**src/rtl/mlp_argmax.sv**
```systemverilog
// Streaming float32 argmax: finds index and value of the largest of N elements per sample.
// Optional MLP_ARGMAX_NAN_CHECK_EN: NaN elements are skipped and flagged on out_nan.
module mlp_argmax #(
  parameter int N     = 4,
  parameter int IDX_W = ($clog2(N) > 0) ? $clog2(N) : 1
) (
  input  logic             clk,
  input  logic             rst,
  input  logic             in_valid,
  output logic             in_ready,
  input  logic [31:0]      in_data,
  output logic             out_valid,
  input  logic             out_ready,
  output logic [IDX_W-1:0] out_idx,
  output logic [31:0]      out_value,
  output logic             out_nan,
  output logic             busy
);

  typedef enum logic {ACCUM, HOLD} state_t;

  localparam logic [IDX_W-1:0] LAST = IDX_W'(N - 1);

  state_t           r_state;
  logic [IDX_W-1:0] r_count;
  logic [IDX_W-1:0] r_best_idx;
  logic [31:0]      r_best_val;
  logic             r_in_ready;
  logic             r_out_valid;
  logic             r_busy;

  logic w_accept;
  logic w_last;
  logic w_take;

  // Strict float32 "a > b" on raw bits; signed zeros are equal, infinities sort naturally.
  function automatic logic f_greater(input logic [31:0] a, input logic [31:0] b);
    if (a[30:0] == 31'd0 && b[30:0] == 31'd0) return 1'b0;
    if (a[31] != b[31]) return !a[31];
    if (!a[31]) return a[30:0] > b[30:0];
    return a[30:0] < b[30:0];
  endfunction

  assign w_accept = in_valid && r_in_ready && (r_state == ACCUM);
  assign w_last   = (r_count == LAST);

`ifdef MLP_ARGMAX_NAN_CHECK_EN
  logic r_have_best;
  logic r_nan;
  logic w_is_nan;

  assign w_is_nan = (in_data[30:23] == 8'hFF) && (in_data[22:0] != 23'd0);

  // NOTE: every always_comb output gets a default first, so no latch is inferred.
  always_comb begin
    w_take = 1'b0;
    if (!w_is_nan)
      w_take = (r_count == '0) || !r_have_best || f_greater(in_data, r_best_val);
  end

  always_ff @(posedge clk) begin
    if (!rst) begin
      r_have_best <= 1'b0;
      r_nan       <= 1'b0;
    end else if (w_accept) begin
      r_nan <= ((r_count == '0) ? 1'b0 : r_nan) | w_is_nan;
      if (w_take)
        r_have_best <= 1'b1;
      else if (r_count == '0)
        r_have_best <= 1'b0;
    end else if (r_state == HOLD && out_ready) begin
      r_nan <= 1'b0;
    end
  end

  assign out_nan = r_nan;
`else
  always_comb begin
    w_take = 1'b0;
    w_take = (r_count == '0) || f_greater(in_data, r_best_val);
  end

  assign out_nan = 1'b0;
`endif

  // NOTE: sequential state is written with non-blocking assignments only.
  always_ff @(posedge clk) begin
    if (!rst) begin
      r_state     <= ACCUM;
      r_count     <= '0;
      r_best_idx  <= '0;
      r_best_val  <= 32'd0;
      r_in_ready  <= 1'b0;
      r_out_valid <= 1'b0;
      r_busy      <= 1'b0;
    end else begin
      case (r_state)
        ACCUM: begin
          r_in_ready <= 1'b1;
          if (w_accept) begin
            r_count <= w_last ? '0 : r_count + 1'b1;
            if (w_take) begin
              r_best_val <= in_data;
              r_best_idx <= r_count;
            end else if (r_count == '0) begin
              // Only reachable for a NaN element 0: park the canonical all-NaN result.
              r_best_val <= 32'h7FC0_0000;
              r_best_idx <= '0;
            end
            if (w_last) begin
              r_state     <= HOLD;
              r_out_valid <= 1'b1;
              r_in_ready  <= 1'b0;
              r_busy      <= 1'b0;
            end else begin
              r_busy <= 1'b1;
            end
          end
        end
        HOLD: begin
          if (out_ready) begin
            r_state     <= ACCUM;
            r_out_valid <= 1'b0;
            r_in_ready  <= 1'b1;
          end
        end
        default: r_state <= ACCUM;
      endcase
    end
  end

  assign in_ready  = r_in_ready;
  assign out_valid = r_out_valid;
  assign out_idx   = r_best_idx;
  assign out_value = r_best_val;
  assign busy      = r_busy;

endmodule

```
**config.mk**
```make
export PLATFORM = sky130hd
export DESIGN_NAME = mlp_argmax
export DESIGN_NICKNAME = d
export VERILOG_FILES = /design/src/rtl/mlp_argmax.sv
export SDC_FILE = /design/constraint.sdc
export NUM_CORES = 1
export LEC_CHECK = 0
export ABC_AREA = 0
export BUFFER_PORTS_ARGS = -buffer_cell sky130_fd_sc_hd__clkbuf_2
export CAP_MARGIN = 0
export CORE_ASPECT_RATIO = 0.8
export CORE_MARGIN = 3
export CORE_UTILIZATION = 48
export DETAILED_ROUTE_END_ITERATION = 12
export PLACE_DENSITY_LB_ADDON = 0.3
export SLEW_MARGIN = 20
export SYNTH_ARGS = -nofsm -noshare
export SYNTH_HDL_FRONTEND = slang
export SYNTH_SLANG_ARGS = --single-unit
export TNS_END_PERCENT = 50
```
**constraint.sdc**
```tcl
create_clock -name clk -period 2.5 [get_ports clk]
set_clock_uncertainty 0.2 [all_clocks]
set_input_delay 0.5 -clock clk [delete_from_list [all_inputs] [get_ports clk]]
set_output_delay 0.5 -clock clk [all_outputs]
set_load 0.02 [all_outputs]
```
==> metrics.md <==
| Metric | Value |
|---|---|
| Vias in the first global route | `approximately 2700` |
| Clock latency on the worst-skew pair | `around 0.32 ns` |
| Post-synthesis cell type count | `35` |
| Final Cycle Share | `107.2%` |
| Gp weighted congestion | `between 0.8 and 0.9` |
| Slew Limit Fails | `0` |
| Global-route wire length before repair | `12.54 mm` |
| Vias/cell | `around 5.5` |
| Cells after Synth | `319` |
| Max Fclk | `roughly 370 MHz` |
| Multi-input gate area | `1966 um^2` |
| Root Driver | `clkbuf_8` |
| Final setup fails | `34` |
| ANT cells | `0` |
| Hold crit path type | `input port to flop` |
| Final setup margin | `-0.1797 ns` |
| Area growth syn-to-layout | `52.66%` |
| Drt drc | `0` |
| Die Wd | `89.54 um` |
| Synth Register Bits | `40` |
| Seq. cell area | `822.0 um^2` |
| CP Max Fanout | `7` |
| GRT Total Usage | `24.96%` |
| Num ports | `74` |
| Power Dens Cells | `489.4 nW/um^2` |
| Initial antenna violation count | `0` |
| Hpwl dp | `5.541 mm` |
| DRT antenna net count | `0` |
| Max-cap violations | `0` |
| WHS | `roughly 0.25 ns` |
| Worst-path clk slew | `about 0.080 ns` |
| Die footprint | `6522 um^2` |
| Crit path time final | `2.680 ns` |
| Commonest non-fill, non-tap cells in the layout | `nand2_1, clkbuf_2, buf_4` |
| GR Overflow Total | `0` |
| Synthesized cell area | `around 2700 um^2` |
| Clk sink count | `40` |
| CTS Buf Count | `5` |
| Initial DRC count | `214` |
| Arrival time at the worst endpoint | `~2.7 ns` |
| 1st-pass router iterations | `6` |
| Crit path launch type | `flop` |
| Endpoint class of the critical path | `flop` |
| Overall routed net length | `8.856 mm` |
| Largest net degree at the start of global routing | `74` |
| Non-Filler Instances | `527` |
| Syn_nets | `388` |
| Core ar. | `approximately 5200 um^2` |
| Peak supply drop | `0.2944 mV` |
| WL/cell | `16.80 um` |
| Share of cells above drive strength 1 | `46.46%` |
| Via count | `2886` |
| I/O Buffers | `just over 70` |
| Worst EP required | `2.53 ns` |
| Crit path kind | `flop to flop` |
| Synth Warn # | `0` |
| CTS tree | `done` |
| Post-synthesis sequential area ratio | `approximately 30%` |
| Avg Cell Area, Syn | `between 8 and 9 um^2` |
| Endpoints failing hold | `0` |
| Die height | `72.84 um` |
| Failing checks | `negative setup slack` |
| Initial cell density of the core | `51.45%` |
| Rows | `23` |
| Filler cells | `331` |
| Status | `complete, but fails checks` |
| CTS max path bufs | `2` |
| Unrepaired setup endpoints after global routing | `true` |
| H-tree levels | `2` |
| NumNets Final | `520` |
| Placed cell count | `roughly 510` |
| Leak | `1.913 nW` |
| Most common cell after layout, fill and taps aside | `nand2_1` |
-- metal layers --
| metal | GRT usage [%] | wire [um] |
|---|---|---|
| met1 | 32.34 | 3830 |
| met2 | 40.42 | 4171 |
| met3 | 5.418 | 637 |
| met4 | 9.421 | 216 |
| met5 | 0 | 0 |
-- through the flow --
stage / utilization, % / total power [mW] / worst slack (ns) / setup TNS [ns] / cell area, um^2
floorplan: - / 1.090 / 0.01829 / 0 / 2680
global placement: 66.30 / 1.316 / -0.2938 / -9.421 / 3453
detailed placement: 66.30 / 1.331 / -0.3875 / -10.96 / 3453
CTS: 73.05 / 1.886 / -0.03969 / -0.09533 / 3805
global route: 78.55 / 2.087 / -0.2211 / -6.184 / 4091
finish: 78.55 / 2.002 / -0.1797 / -4.087 / 4091
-- synth_stat cells (all sizes together) --
master,n,area [um^2]
nor3,2,15.01
buf,8,96.34
o21a,2,15.01
nand4,12,87.58
nand3b,2,15.01
dlygate4sd3,5,50.05
nand3,2,10.01
nand2b,1,6.260
mux2i,34,340.3
o31ai,1,12.51
o2111ai,1,8.760
a32oi,1,8.760
conb,1,3.750
a21boi,3,22.52
inv,35,131.4
clkbuf,1,3.750
o21ai,3,15.01
dfxtp,40,800.8
a2bb2oi,2,17.52
nor4,18,133.9
a211oi,4,40.03
ha,33,412.9
and3b,1,8.760
nand2,82,307.8
o211a,1,10.01
nor2,11,41.29
a21oi,13,65.06
-- layout make-up --
class / count / area share (%)
clock buffers: 8 / 2.202
inverters: 35 / 3.211
multi-input cells: 230 / 48.04
flip-flops and latches: 40 / 20.09
well taps: 75 / 2.294
repair buffers: 139 / 24.16
-- state kept, by name, indices dropped and copies added (netlist names) --
name,count
in_ready,1
busy,1
r_count,2
out_idx,2
out_valid,1
out_value,32
r_state,1
-- path summary, 6_finish.rpt --
check | start | endpoint | slack [ns] | cells past startpoint
max | out_value[3] | out_value[27] | -0.18 | 11
max reg2reg | out_value[3] | out_value[27] | -0.18 | 11
min | out_ready | out_valid | 0.25 | 4
min reg2reg | out_idx[0] | out_idx[0] | 0.27 | 2
-- power breakdown --
| group | switching, mW | total (mW) | leakage (nW) | internal [mW] |
|---|---|---|---|---|
| sequential | 0.0370 | 0.725 | 0.335 | 0.688 |
| clock | 0.247 | 0.472 | 0.0455 | 0.226 |
| combinational | 0.413 | 0.805 | 1.53 | 0.392 |
-- cell families after synthesis --
kind of cell | after synthesis | synth area share, %
AND/OR/NAND/NOR | 131 | 23.34
other | 1 | 0.1399
buffers and inverters | 49 | 10.50
multiplexers | 34 | 12.70
adder cells (fa/ha/maj) | 33 | 15.41
AO/OA/AOI/OAI | 31 | 8.029
flip-flops | 40 | 29.88
-- critical path, stage by stage (launching register included) --
cell and delay [ns]:
dfxtp_2 0.34, inv_1 0.04, ha_1 0.21, a211oi_2 0.29
nor2_1 0.09, o31ai_2 0.21, o211a_4 0.23, o2111ai_4 0.12
a32oi_4 0.29, buf_12 0.19, buf_12 0.14, mux2i_1 0.23
-- repair_timing --
action                                  in CTS  in global routing
gates cloned                                 2                  2
gates resized for setup                     32                 35
buffers inserted                             2                  6
endpoints found under the setup margin      34                 34
pin swaps                                   10                 15
hold buffers                                 0                  0
(Power assumes the default switching activity.)
